`src/rtl/defines.svh`:
```
`ifndef COMMIT_TRACKER_DEFINES_SVH
`define COMMIT_TRACKER_DEFINES_SVH

// Width of a commit ID; the tracker holds 2**COMMIT_ID_WIDTH entries.
`define COMMIT_ID_WIDTH 3

`endif

```
`src/rtl/commit_tracker_pkg.sv`:
```
// Purpose : shared types and pointer helpers for the in-order commit tracker.
// Contents: ID_W/DEPTH constants, commit_id_t, ptr_t (ID plus wrap bit),
//           ptr_inc() and ptr_to_id() helpers.
`include "defines.svh"

package commit_tracker_pkg;

  localparam int ID_W  = `COMMIT_ID_WIDTH;
  localparam int DEPTH = 1 << ID_W;

  typedef logic [ID_W-1:0] commit_id_t;
  // Extra MSB distinguishes full from empty when head and tail IDs match.
  typedef logic [ID_W:0]   ptr_t;

  function automatic ptr_t ptr_inc(input ptr_t p, input logic [1:0] n);
    return p + ptr_t'(n);
  endfunction

  function automatic commit_id_t ptr_to_id(input ptr_t p);
    return p[ID_W-1:0];
  endfunction

endpackage

```
`src/rtl/commit_tracker.sv`:
```
// Purpose : allocates sequential commit IDs (2/cycle), marks them done from the
//           writeback unit out of order, and retires done entries in order (2/cycle).
// Ports   : clk/rst (sync, active-high); alloc*_req_i/alloc_gnt_o/alloc*_id_o to
//           dispatch; commit_valid*/commit_id* from WBU; flush_i; retire_* out;
//           count_o/full_o/empty_o occupancy; err_o sticky protocol error.
module commit_tracker
  import commit_tracker_pkg::*;
(
  input  logic            clk,
  input  logic            rst,
  input  logic            alloc1_req_i,
  input  logic            alloc2_req_i,
  output logic            alloc_gnt_o,
  output logic [ID_W-1:0] alloc1_id_o,
  output logic [ID_W-1:0] alloc2_id_o,
  input  logic            commit_valid1_i,
  input  logic [ID_W-1:0] commit_id1_i,
  input  logic            commit_valid2_i,
  input  logic [ID_W-1:0] commit_id2_i,
  input  logic            flush_i,
  output logic            retire_valid1_o,
  output logic [ID_W-1:0] retire_id1_o,
  output logic            retire_valid2_o,
  output logic [ID_W-1:0] retire_id2_o,
  output logic [ID_W:0]   count_o,
  output logic            full_o,
  output logic            empty_o,
  output logic            err_o
);

  localparam ptr_t DEPTH_P = ptr_t'(DEPTH);

  ptr_t             r_head;
  ptr_t             r_tail;
  logic [DEPTH-1:0] r_valid;
  logic [DEPTH-1:0] r_done;
  logic             r_err;

  ptr_t             w_count;
  ptr_t             w_free;
  logic [1:0]       w_n_req;
  logic [1:0]       w_n_ret;
  commit_id_t       w_head_id;
  commit_id_t       w_head1_id;
  commit_id_t       w_tail_id;
  commit_id_t       w_tail1_id;
  logic             w_dup;
  logic             w_c1_ok;
  logic             w_c2_ok;
  logic             w_err_evt;

  ptr_t             w_head_nxt;
  ptr_t             w_tail_nxt;
  logic [DEPTH-1:0] w_valid_nxt;
  logic [DEPTH-1:0] w_done_nxt;

  // Occupancy and free space are both taken from start-of-cycle pointers, so
  // retirements in this cycle never make room for an allocation in this cycle.
  assign w_count = r_tail - r_head;
  assign w_free  = DEPTH_P - w_count;
  assign w_n_req = {1'b0, alloc1_req_i} + {1'b0, alloc1_req_i & alloc2_req_i};

  assign w_head_id  = ptr_to_id(r_head);
  assign w_head1_id = ptr_to_id(ptr_inc(r_head, 2'd1));
  assign w_tail_id  = ptr_to_id(r_tail);
  assign w_tail1_id = ptr_to_id(ptr_inc(r_tail, 2'd1));

  // All-or-nothing grant: a dual request with a single free entry gets nothing.
  assign alloc_gnt_o = (w_n_req != 2'd0) && (w_free >= ptr_t'(w_n_req)) && !flush_i;
  assign alloc1_id_o = w_tail_id;
  assign alloc2_id_o = w_tail1_id;

  assign retire_valid1_o = r_valid[w_head_id] & r_done[w_head_id] & !flush_i;
  assign retire_valid2_o = retire_valid1_o & r_valid[w_head1_id] & r_done[w_head1_id];
  assign retire_id1_o    = w_head_id;
  assign retire_id2_o    = w_head1_id;
  assign w_n_ret         = {1'b0, retire_valid1_o} + {1'b0, retire_valid2_o};

  // A commit is legal only to an in-flight, not-yet-done entry, and the two
  // channels must name different IDs. Illegal commits only raise err.
  assign w_dup     = commit_valid1_i & commit_valid2_i & (commit_id1_i == commit_id2_i);
  assign w_c1_ok   = commit_valid1_i & r_valid[commit_id1_i] & !r_done[commit_id1_i] & !w_dup;
  assign w_c2_ok   = commit_valid2_i & r_valid[commit_id2_i] & !r_done[commit_id2_i] & !w_dup;
  assign w_err_evt = (commit_valid1_i & !w_c1_ok) | (commit_valid2_i & !w_c2_ok);

  assign count_o = w_count;
  assign full_o  = (w_count == DEPTH_P);
  assign empty_o = (w_count == '0);
  assign err_o   = r_err;

  // Retired, allocated and committed entries are always disjoint sets: a
  // retiring entry is already done (commit to it is illegal), and an entry
  // being allocated was invalid (commit to it is illegal), so update order
  // below does not matter.
  always_comb begin
    w_head_nxt  = r_head;
    w_tail_nxt  = r_tail;
    w_valid_nxt = r_valid;
    w_done_nxt  = r_done;
    if (flush_i) begin
      w_valid_nxt = '0;
      w_done_nxt  = '0;
      w_tail_nxt  = r_head;
    end else begin
      if (retire_valid1_o) begin
        w_valid_nxt[w_head_id] = 1'b0;
        w_done_nxt[w_head_id]  = 1'b0;
      end
      if (retire_valid2_o) begin
        w_valid_nxt[w_head1_id] = 1'b0;
        w_done_nxt[w_head1_id]  = 1'b0;
      end
      w_head_nxt = ptr_inc(r_head, w_n_ret);

      if (alloc_gnt_o) begin
        w_valid_nxt[w_tail_id] = 1'b1;
        w_done_nxt[w_tail_id]  = 1'b0;
        if (w_n_req == 2'd2) begin
          w_valid_nxt[w_tail1_id] = 1'b1;
          w_done_nxt[w_tail1_id]  = 1'b0;
        end
        w_tail_nxt = ptr_inc(r_tail, w_n_req);
      end

      if (w_c1_ok) w_done_nxt[commit_id1_i] = 1'b1;
      if (w_c2_ok) w_done_nxt[commit_id2_i] = 1'b1;
    end
  end

  always_ff @(posedge clk) begin
    if (rst) begin
      r_head  <= '0;
      r_tail  <= '0;
      r_valid <= '0;
      r_done  <= '0;
      r_err   <= 1'b0;
    end else begin
      r_head  <= w_head_nxt;
      r_tail  <= w_tail_nxt;
      r_valid <= w_valid_nxt;
      r_done  <= w_done_nxt;
      // Sticky until reset; flush leaves it alone.
      if (w_err_evt) r_err <= 1'b1;
    end
  end

endmodule

```
`config.mk`:
```
export PLATFORM = sky130hd
export DESIGN_NAME = commit_tracker
export DESIGN_NICKNAME = d
export VERILOG_FILES = /design/src/rtl/commit_tracker_pkg.sv /design/src/rtl/commit_tracker.sv
export VERILOG_INCLUDE_DIRS = /design/src /design/src/rtl
export SDC_FILE = /design/constraint.sdc
export NUM_CORES = 1
export LEC_CHECK = 0
export ABC_AREA = 1
export ABC_CLOCK_PERIOD_IN_PS = 7160
export CAP_MARGIN = 20
export CORE_MARGIN = 5
export CORE_UTILIZATION = 40
export DETAILED_ROUTE_END_ITERATION = 16
export PLACE_DENSITY_LB_ADDON = 0.12
export SYNTH_ARGS = -nofsm -noshare
export SYNTH_HDL_FRONTEND = slang
export SYNTH_SLANG_ARGS = --single-unit
```
`constraint.sdc`:
```
create_clock -name clk -period 7.16 [get_ports clk]
set_input_delay 1.79 -clock clk [delete_from_list [all_inputs] [get_ports clk]]
set_output_delay 1.79 -clock clk [all_outputs]
set_load 0.01 [all_outputs]
```
Yosys cells after proc, flatten, opt, wreduce, memory -nomap -nowiden
Index checks and enable logic that the tools add are counted.
{"block": "word_totals", "ff_bits": 25}
{"block": "classes", "n_lt_le_gt_ge": 13, "bitwise": 30, "n_addsub": 8, "n_reduce_logical": 18, "n_eq_ne": 3, "n_mux": 46}
{"op": "$mux W8", "n": 16}
{"op": "$and A8 B8 Y8", "n": 6}
{"op": "$not A8 Y8", "n": 4}
{"op": "$or A8 B8 Y8", "n": 4}
{"op": "$bmux W1 S3", "n": 8}
{"op": "$lt A3 B4 Y1 const B", "n": 6}
{"op": "$demux W1 S3", "n": 6}
{"op": "$ge A3 B1 Y1 const B", "n": 6}
{"op": "$and A1 B1 Y1", "n": 15}
{"op": "$mux W1", "n": 14}
{"op": "$add A4 B2 Y4", "n": 2}
{"op": "$logic_and A1 B1 Y1", "n": 8}
{"op": "$mux W4", "n": 2}
{"op": "$add A3 B1 Y3 const B", "n": 2}
{"op": "$logic_not A1 Y1", "n": 6}
{"op": "$add A1 B1 Y2", "n": 2}
{"op": "$eq A4 B4 Y1 const B", "n": 1}
{"op": "$ge A4 B2 Y1", "n": 1}
{"op": "$logic_not A4 Y1", "n": 1}
{"op": "$reduce_bool A2 Y1", "n": 2}
{"op": "$sub A4 B4 Y4", "n": 1}
{"op": "$sub A4 B4 Y4 const A", "n": 1}
{"op": "$eq A3 B3 Y1", "n": 1}
{"op": "$eq A2 B2 Y1 const B", "n": 1}
{"op": "other kinds (2)", "n": 2}

Logic depth before layout (Yosys ltp)
Gate-level depths: netlist (run 1).
{"block": "depth", "ltp_word": 21, "mapped_depth": 17, "ltp_nobuf": 16}

Least setup slack after synthesis (run 1)
Ideal clock, no wire load.
{"block": "synth_path", "kind": "input-to-output", "start": "input alloc1_req_i", "end": "output alloc_gnt_o", "cell_stages": 10, "n_path_buf": 1, "path_slack_ns": 2.166, "t_required_ns": 5.370, "t_arrival_ns": 3.204, "cell_sequence": "clkbuf_1 inv_1 nor2_1 ha_1 o21ai_0 nand2_1 a21oi_1 nand3_2 nand2_1 nor2_1"}
{"block": "synth_between", "elab_chain_len": 5, "elab_cells_between_ends": 6}
{"item": "start, declared", "line": "commit_tracker.sv:11", "source": "input logic alloc1_req_i,"}
{"item": "$and A1 B1 Y1", "line": "commit_tracker.sv:61", "source": "assign w_n_req = {1'b0, alloc1_req_i} + {1'b0, alloc1_req_i & alloc2_req_i};"}
{"item": "$add A1 B1 Y2 *", "line": "commit_tracker.sv:61"}
{"item": "$ge A4 B2 Y1 or $reduce_bool A2 Y1 (tied branches)", "line": "commit_tracker.sv:69", "source": "assign alloc_gnt_o = (w_n_req != 2'd0) && (w_free >= ptr_t'(w_n_req)) && !flush_i;"}
{"item": "$logic_and A1 B1 Y1 * (2 in a row)", "line": "commit_tracker.sv:69"}
{"item": "end, declared", "line": "commit_tracker.sv:13", "source": "output logic alloc_gnt_o,"}
Every way passes the cells marked *; elsewhere a longest branch is shown, timed or not.

Final worst setup path (run 1)
Ends and elaborated chain as after synthesis.

==> results of run 1 <==
-- Yosys cell counts --
library cell and n:
sky130_fd_sc_hd__nor4_1 1, sky130_fd_sc_hd__a21oi_1 27, sky130_fd_sc_hd__xnor2_1 1, sky130_fd_sc_hd__o21ai_2 1
sky130_fd_sc_hd__dfxtp_1 25, sky130_fd_sc_hd__a31oi_1 1, sky130_fd_sc_hd__o21ai_0 27, sky130_fd_sc_hd__nand3b_1 5
sky130_fd_sc_hd__buf_2 7, sky130_fd_sc_hd__nor2_2 5, sky130_fd_sc_hd__nand3_2 1, sky130_fd_sc_hd__xor2_1 2
sky130_fd_sc_hd__clkbuf_1 4, sky130_fd_sc_hd__o22ai_1 1, sky130_fd_sc_hd__nand2_1 150, sky130_fd_sc_hd__buf_6 3
sky130_fd_sc_hd__ha_1 11, sky130_fd_sc_hd__nor2_4 2, sky130_fd_sc_hd__nand3_1 65, sky130_fd_sc_hd__nor3_1 15
sky130_fd_sc_hd__inv_1 57, sky130_fd_sc_hd__fa_1 3, sky130_fd_sc_hd__nand2_4 2, sky130_fd_sc_hd__nand4_1 32
sky130_fd_sc_hd__nor2_1 60, sky130_fd_sc_hd__buf_4 8, sky130_fd_sc_hd__inv_2 4, sky130_fd_sc_hd__clkbuf_8 4
sky130_fd_sc_hd__buf_1 1
-- kinds of logic (layout without fill, tap and decap cells) --
group           count (synthesis)  count (layout)  share of synthesized area, %
xor+xnor                        3               3                         0.886
compound gates                 57              57                          9.83
fa+ha+maj                      14              14                          6.66
simple gates                  338             338                          51.2
buf+inv                        88             101                          14.6
flops                          25              25                          16.9
-- state kept, by name, indices dropped and copies added (netlist names) --
register,flops
r_tail,4
err_o,1
r_valid,8
r_done,8
r_head,4
-- worst paths after layout --
check                              start  depth (start not counted)                     end
setup / recovery            alloc1_req_i                         11             alloc_gnt_o
hold / removal        err_o$_SDFFE_PP0P_                          2      err_o$_SDFFE_PP0P_
setup reg to reg  r_tail[0]$_SDFFE_PP0P_                         13  r_tail[0]$_SDFFE_PP0P_
hold reg to reg       err_o$_SDFFE_PP0P_                          2      err_o$_SDFFE_PP0P_
-- cells in the final DEF (no fill, tap or decap), drive strengths merged --
cell type / n
nand2: 152
nor2: 67
nand3: 66
inv: 61
clkdlybuf4s50: 34
nand4: 32
o21ai: 28
a21oi: 27
dfxtp: 25
nor3: 15
ha: 11
nand3b: 5
fa: 3
clkbuf: 3
xor2: 2
buf: 2
xnor2: 1
a31oi: 1
nor4: 1
o22ai: 1
clkinv: 1
-- metal layers --
layer / routed length (um) / vias up / global-route usage (%) / share of wire (%)
met2: 4260 / 145 / 33.4 / 46
met5: 0 / - / 0 / 0
met4: 159 / 0 / 4.98 / 1.7
met1: 4330 / 1567 / 29.3 / 46
li1: - / 1752 / - / -
met3: 603 / 16 / 3.21 / 6.4
-- power breakdown --
part	internal, mW	leakage (nW)	total (mW)	switching (mW)
registers	0.140	0.202	0.143	0.00226
clock network	0.0391	0.0255	0.0905	0.0514
logic	0.0241	1.20	0.0652	0.0411
-- cell type report --
class,instances,area (um2)
Timing Repair Buffer,36,355
Clock inverter,1,5.00
Multi-Input combinational cell,412,2030
Clock buffer,3,41.3
Fill cell,811,3960
Inverter,61,229
Tap cell,99,124
Sequential cell,25,500
-- worst max-delay path: stages --
cell	delay, ns
sky130_fd_sc_hd__clkdlybuf4s50_1	0.67
sky130_fd_sc_hd__inv_1	0.08
sky130_fd_sc_hd__nor2_1	0.16
sky130_fd_sc_hd__ha_1	0.25
sky130_fd_sc_hd__o21ai_0	0.16
sky130_fd_sc_hd__nand2_1	0.06
sky130_fd_sc_hd__a21oi_1	0.15
sky130_fd_sc_hd__nand3_2	0.19
sky130_fd_sc_hd__nand2_1	0.22
sky130_fd_sc_hd__nor2_1	0.06
sky130_fd_sc_hd__clkdlybuf4s50_1	0.49
-- per-stage QoR --
| stage | cells | hold slack, ns | util (%) | power, mW | setup slack (ns) |
|---|---|---|---|---|---|
| after detailed placement | 633 | 0.480 | 44.7 | 0.210 | 1.08 |
| after global placement | 633 | 0.467 | 44.7 | 0.210 | 1.17 |
| after floorplan | 525 | 0.458 | - | 0.188 | 2.17 |
| final | 637 | 0.495 | 45.4 | 0.298 | 1.09 |
| after global routing | 637 | 0.535 | 45.4 | 0.314 | 0.863 |
| after CTS | 637 | 0.504 | 45.4 | 0.299 | 1.07 |
==> impl_metrics.prom, run 1 <==
# TYPE chip_impl_metric gauge
chip_impl_metric{name="dr.first_iter.drc_count",unit=""} 413
chip_impl_metric{name="die_w",unit="um"} 96.1
chip_impl_metric{name="power.static_leakage",unit="nW"} 1.43
chip_impl_metric{name="rrSetupSlack",unit="ns"} 3.93
chip_impl_metric{name="tritoncts.num_buffers",unit=""} 3
chip_impl_metric{name="gp_routability_congestion",unit=""} 0.934
chip_impl_metric{name="ctsLongestPathBuffers",unit=""} 2
chip_impl_info{name="critical_path.startpoint_type",value="input pin"} 1
chip_impl_metric{name="synthesis.nets",unit=""} 552
chip_impl_metric{name="grt_antenna_before_repair",unit=""} 0
chip_impl_metric{name="layout.cell_area.non_filler",unit="um2"} 3290
chip_impl_metric{name="postRouteAntennaNets",unit=""} 0
chip_impl_info{name="post-synth-top-area-cell",value="sky130_fd_sc_hd__nand2_1"} 1
chip_impl_metric{name="first_global_vias",unit=""} 3066
chip_impl_metric{name="io_buffer_count",unit=""} 34
chip_impl_metric{name="report.final.slew_viol_count",unit=""} 0
chip_impl_metric{name="worstMarginPinSlew",unit="ns"} 0.687
chip_impl_info{name="worstHoldPathType",value="flip-flop to flip-flop"} 1
chip_impl_metric{name="gr-usage-all-layers",unit="%"} 20.9
chip_impl_metric{name="synth_cells",unit=""} 525
chip_impl_metric{name="grt_first_pass_wirelength",unit="um"} 15300
chip_impl_metric{name="layout_worst_path_cycle_share",unit="%"} 84.8
chip_impl_metric{name="wire_per_inst",unit="um"} 14.7
chip_impl_info{name="critPathKind",value="input pin to output port"} 1
chip_impl_metric{name="std_cell_rows",unit=""} 31
chip_impl_metric{name="maximum_number_of_pins_on_one_net_before_global_route_repair",unit=""} 34
chip_impl_metric{name="via_per_inst",unit=""} 5.46
chip_impl_metric{name="pwr_dens",unit="nW/um2"} 90.7
chip_impl_metric{name="worst_ir_drop_on_vdd",unit="mV"} 0.0638
chip_impl_metric{name="layout_cell_share_with_drive_strength_beyond_1",unit="%"} 3.90
chip_impl_metric{name="core-area",unit="um2"} 7250
chip_impl_metric{name="via_count",unit=""} 3480
chip_impl_metric{name="num_io_pins",unit=""} 35
chip_impl_metric{name="netlist-cell-type-count",unit=""} 29
chip_impl_metric{name="fin_setup_tns",unit="ns"} 0
chip_impl_metric{name="syn_area_per_cell",unit="um2"} 5.65
chip_impl_metric{name="detail_route.first_pass.iterations",unit=""} 5
chip_impl_info{name="status",value="complete, no violations"} 1
chip_impl_metric{name="cts.sink_count",unit=""} 25
chip_impl_info{name="cts.root.buffer_cell",value="sky130_fd_sc_hd__clkbuf_8"} 1
chip_impl_metric{name="die-height",unit="um"} 96.1
chip_impl_metric{name="totalWireLength",unit="um"} 9350
chip_impl_metric{name="cts_hold_repair.buffers",unit=""} 0
chip_impl_metric{name="synth_top_area_share",unit="%"} 19.0
chip_impl_info{name="rsz0062_at_grt",value="false"} 1
chip_impl_metric{name="ys_seq_elements",unit=""} 25
chip_impl_metric{name="syn2layout_area_growth",unit="%"} 10.9
chip_impl_metric{name="worst_clock_skew",unit="ns"} 0.00657
chip_impl_metric{name="critPathMaxFanout",unit=""} 11
chip_impl_metric{name="clk_pin_slew",unit="ns"} 0.09
chip_impl_metric{name="yosys_warnings",unit=""} 0
chip_impl_metric{name="diode_count",unit=""} 0
chip_impl_metric{name="arrival",unit="ns"} 4.28
chip_impl_metric{name="route.detailed.drc",unit=""} 0
chip_impl_metric{name="detailed_place_hpwl",unit="um"} 7000
chip_impl_info{name="synth_top_cells_by_area",value="sky130_fd_sc_hd__nand2_1, sky130_fd_sc_hd__dfxtp_1, sky130_fd_sc_hd__nand3_1"} 1
chip_impl_metric{name="timing.final.setup_violations",unit=""} 0
chip_impl_metric{name="htree_levels",unit=""} 1
chip_impl_metric{name="placed_area",unit="um2"} 3240
chip_impl_metric{name="initial_core_utilization",unit="%"} 40.9
chip_impl_metric{name="ctsResizeCount",unit=""} 0
chip_impl_metric{name="grt.overflow.total",unit=""} 0
chip_impl_metric{name="clk-insertion-delay-late",unit="ns"} 0.28
chip_impl_metric{name="nets",unit=""} 566
chip_impl_metric{name="netlist_area",unit="um2"} 2970
chip_impl_metric{name="synth-seq-area-share",unit="%"} 16.9
chip_impl_metric{name="period_minus_slack",unit="ns"} 6.07
chip_impl_info{name="tritoncts_clock_tree",value="built"} 1
chip_impl_metric{name="die_area",unit="um2"} 9240
chip_impl_metric{name="max_cap_viol_count",unit=""} 0
chip_impl_metric{name="number_of_endpoints_with_negative_hold_slack_in_the_final_report",unit=""} 0
chip_impl_metric{name="max_slew_margin_vs_limit",unit="%"} 54.1
chip_impl_metric{name="cts.repair_timing.setup_buffer_count",unit=""} 0
chip_impl_info{name="crit_path_end_kind",value="output port"} 1
chip_impl_metric{name="max_freq",unit="MHz"} 165
chip_impl_metric{name="cp.required",unit="ns"} 5.37
Note: power is estimated with default switching activity, not from simulation.
==> run 2: changes to the inputs <==
--- a/config.mk
+++ b/config.mk
@@ -7,7 +7,7 @@
 export NUM_CORES = 1
 export LEC_CHECK = 0
 export ABC_AREA = 1
-export ABC_CLOCK_PERIOD_IN_PS = 7160
+export ABC_CLOCK_PERIOD_IN_PS = 6050
 export CAP_MARGIN = 20
 export CORE_MARGIN = 5
 export CORE_UTILIZATION = 40
==> constraint.sdc (replaced) <==
create_clock -name clk -period 6.05 [get_ports clk]
set_input_delay 1.5125 -clock clk [delete_from_list [all_inputs] [get_ports clk]]
set_output_delay 1.5125 -clock clk [all_outputs]
set_load 0.01 [all_outputs]
==> impl_metrics.prom, run 2 (synthesis results as in run 1) <==
# TYPE chip_impl_metric gauge
chip_impl_info{name="tritoncts_clock_tree",value="built"} 1
chip_impl_metric{name="dr.first_iter.drc_count",unit=""} 305
chip_impl_metric{name="max_slew_margin_vs_limit",unit="%"} 55.1
chip_impl_metric{name="detailed_place_hpwl",unit="um"} 7000
chip_impl_info{name="worstHoldPathType",value="flip-flop to flip-flop"} 1
chip_impl_metric{name="detailedPlace.worstSlack",unit="ns"} 0.540
chip_impl_metric{name="critPathMaxFanout",unit=""} 11
chip_impl_metric{name="fillerInstances",unit=""} 805
chip_impl_metric{name="via_count",unit=""} 3457
chip_impl_metric{name="report.final.slew_viol_count",unit=""} 0
chip_impl_metric{name="totalWireLength",unit="um"} 9260
chip_impl_metric{name="diode_count",unit=""} 0
chip_impl_metric{name="syn2layout_area_growth",unit="%"} 11.3
chip_impl_metric{name="pwr_dens",unit="nW/um2"} 109
chip_impl_metric{name="via_per_inst",unit=""} 5.42
chip_impl_metric{name="route.detailed.drc",unit=""} 0
chip_impl_metric{name="post-route-util",unit="%"} 45.5
chip_impl_metric{name="std_cell_rows",unit=""} 31
chip_impl_metric{name="die_w",unit="um"} 96.1
chip_impl_metric{name="tritoncts.num_buffers",unit=""} 3
chip_impl_metric{name="gr-usage-all-layers",unit="%"} 21.0
chip_impl_metric{name="number_of_endpoints_with_negative_hold_slack_in_the_final_report",unit=""} 0
chip_impl_metric{name="postRouteAntennaNets",unit=""} 0
chip_impl_metric{name="grt_first_pass_wirelength",unit="um"} 15300
chip_impl_info{name="layout.cells.most_common",value="sky130_fd_sc_hd__nand2_1"} 1
chip_impl_metric{name="num_io_pins",unit=""} 35
chip_impl_metric{name="ctsResizeCount",unit=""} 0
chip_impl_metric{name="max_freq",unit="MHz"} 181
chip_impl_metric{name="cts.repair_timing.setup_buffer_count",unit=""} 0
chip_impl_metric{name="period_minus_slack",unit="ns"} 5.54
chip_impl_metric{name="cts.sink_count",unit=""} 25
chip_impl_metric{name="arrival",unit="ns"} 4.03
chip_impl_metric{name="nets",unit=""} 567
chip_impl_metric{name="die-height",unit="um"} 96.1
chip_impl_info{name="cts.root.buffer_cell",value="sky130_fd_sc_hd__clkbuf_8"} 1
chip_impl_info{name="critical_path.startpoint_type",value="input pin"} 1
chip_impl_metric{name="worst_ir_drop_on_vdd",unit="mV"} 0.0635
chip_impl_metric{name="fin_setup_tns",unit="ns"} 0
chip_impl_metric{name="worst_clock_skew",unit="ns"} 0.0141
chip_impl_metric{name="cp.required",unit="ns"} 4.54
chip_impl_metric{name="wire_per_inst",unit="um"} 14.5
chip_impl_metric{name="placed_area",unit="um2"} 3250
chip_impl_metric{name="first_global_vias",unit=""} 3128
chip_impl_metric{name="clk-insertion-delay-late",unit="ns"} 0.29
chip_impl_metric{name="htree_levels",unit=""} 1
chip_impl_metric{name="gp_routability_congestion",unit=""} 0.883
chip_impl_metric{name="initial_core_utilization",unit="%"} 40.9
chip_impl_metric{name="detail_route.first_pass.iterations",unit=""} 4
chip_impl_metric{name="layout_worst_path_cycle_share",unit="%"} 91.5
chip_impl_metric{name="worstRegToRegCells",unit=""} 13
chip_impl_info{name="rsz0062_at_grt",value="false"} 1
chip_impl_info{name="status",value="complete, no violations"} 1
chip_impl_info{name="top_regs",value="r_done (8), r_valid (8)"} 1
chip_impl_metric{name="maximum_number_of_pins_on_one_net_before_global_route_repair",unit=""} 34
chip_impl_metric{name="whs_path_depth",unit=""} 2
chip_impl_info{name="mostFrequentLayoutCells",value="sky130_fd_sc_hd__nand2_1, sky130_fd_sc_hd__nand3_1, sky130_fd_sc_hd__nor2_1, sky130_fd_sc_hd__inv_1, sky130_fd_sc_hd__clkdlybuf4s50_1"} 1
chip_impl_info{name="crit_path_end_kind",value="output port"} 1
chip_impl_metric{name="grt.overflow.total",unit=""} 0
chip_impl_metric{name="fin_hold_ws",unit="ns"} 0.493
chip_impl_metric{name="core-area",unit="um2"} 7250
chip_impl_info{name="critPathKind",value="input pin to output port"} 1
chip_impl_metric{name="clk_pin_slew",unit="ns"} 0.11
chip_impl_metric{name="postLayoutSetupSlackWorst",unit="ns"} 0.511
chip_impl_metric{name="max_cap_viol_count",unit=""} 0
chip_impl_metric{name="ctsLongestPathBuffers",unit=""} 2
chip_impl_metric{name="layout.cell_area.non_filler",unit="um2"} 3300
chip_impl_metric{name="die_area",unit="um2"} 9240
chip_impl_metric{name="io_buffer_count",unit=""} 34
chip_impl_metric{name="grt_antenna_before_repair",unit=""} 0
chip_impl_metric{name="cts_hold_repair.buffers",unit=""} 0
chip_impl_metric{name="layout_cell_share_with_drive_strength_beyond_1",unit="%"} 4.08
chip_impl_metric{name="timing.final.setup_violations",unit=""} 0
chip_impl_metric{name="worstMarginPinSlew",unit="ns"} 0.672
chip_impl_metric{name="power.static_leakage",unit="nW"} 1.44
## run 2: power breakdown
part           leakage [nW]  switching [mW]  internal [mW]
Sequential            0.202         0.00171          0.166
Clock                0.0261          0.0631         0.0485
Combinational          1.21          0.0499         0.0289
Total                  1.44           0.115          0.243
## run 2: routing by layer
layer | up-vias | track usage, % | wire length, um
met5 | - | 0 | 0
met1 | 1577 | 28.1 | 4210
met3 | 14 | 3.83 | 592
met4 | 0 | 6.52 | 162
li1 | 1756 | - | -
met2 | 110 | 34.0 | 4290
## run 2: path summary, 6_finish.rpt
path	from	to	slack, ns
worst min-delay path	err_o$_SDFFE_PP0P_	err_o$_SDFFE_PP0P_	0.49
worst min register to register	err_o$_SDFFE_PP0P_	err_o$_SDFFE_PP0P_	0.49
worst max register to register	r_tail[0]$_SDFFE_PP0P_	r_tail[1]$_SDFFE_PP0P_	2.76
worst max-delay path	alloc1_req_i	alloc_gnt_o	0.51
## run 2: area by class of cell
cell class / instances / area, um2 / area share (%)
Multi-Input combinational cell: 412 / 2030 / 61.6
Sequential cell: 25 / 500 / 15.2
Timing Repair Buffer: 37 / 363 / 11.0
Inverter: 61 / 229 / 6.94
Tap cell: 99 / 124 / 3.75
Clock buffer: 3 / 41.3 / 1.25
Clock inverter: 1 / 8.76 / 0.265
## run 2: critical path, stage by stage
cell,delay (ns)
sky130_fd_sc_hd__clkdlybuf4s50_1,0.67
sky130_fd_sc_hd__inv_1,0.07
sky130_fd_sc_hd__nor2_1,0.16
sky130_fd_sc_hd__ha_1,0.26
sky130_fd_sc_hd__o21ai_0,0.16
sky130_fd_sc_hd__nand2_1,0.07
sky130_fd_sc_hd__a21oi_1,0.15
sky130_fd_sc_hd__nand3_2,0.19
sky130_fd_sc_hd__nand2_1,0.21
sky130_fd_sc_hd__nor2_1,0.08
sky130_fd_sc_hd__clkdlybuf4s50_1,0.50
## run 2: through the flow
step / std cells / power, mW
2_1_floorplan: 525 / 0.222
3_3_place_gp: 634 / 0.249
6_report: 638 / 0.358
5_1_grt: 638 / 0.377
3_5_place_dp: 634 / 0.249
4_1_cts: 638 / 0.362
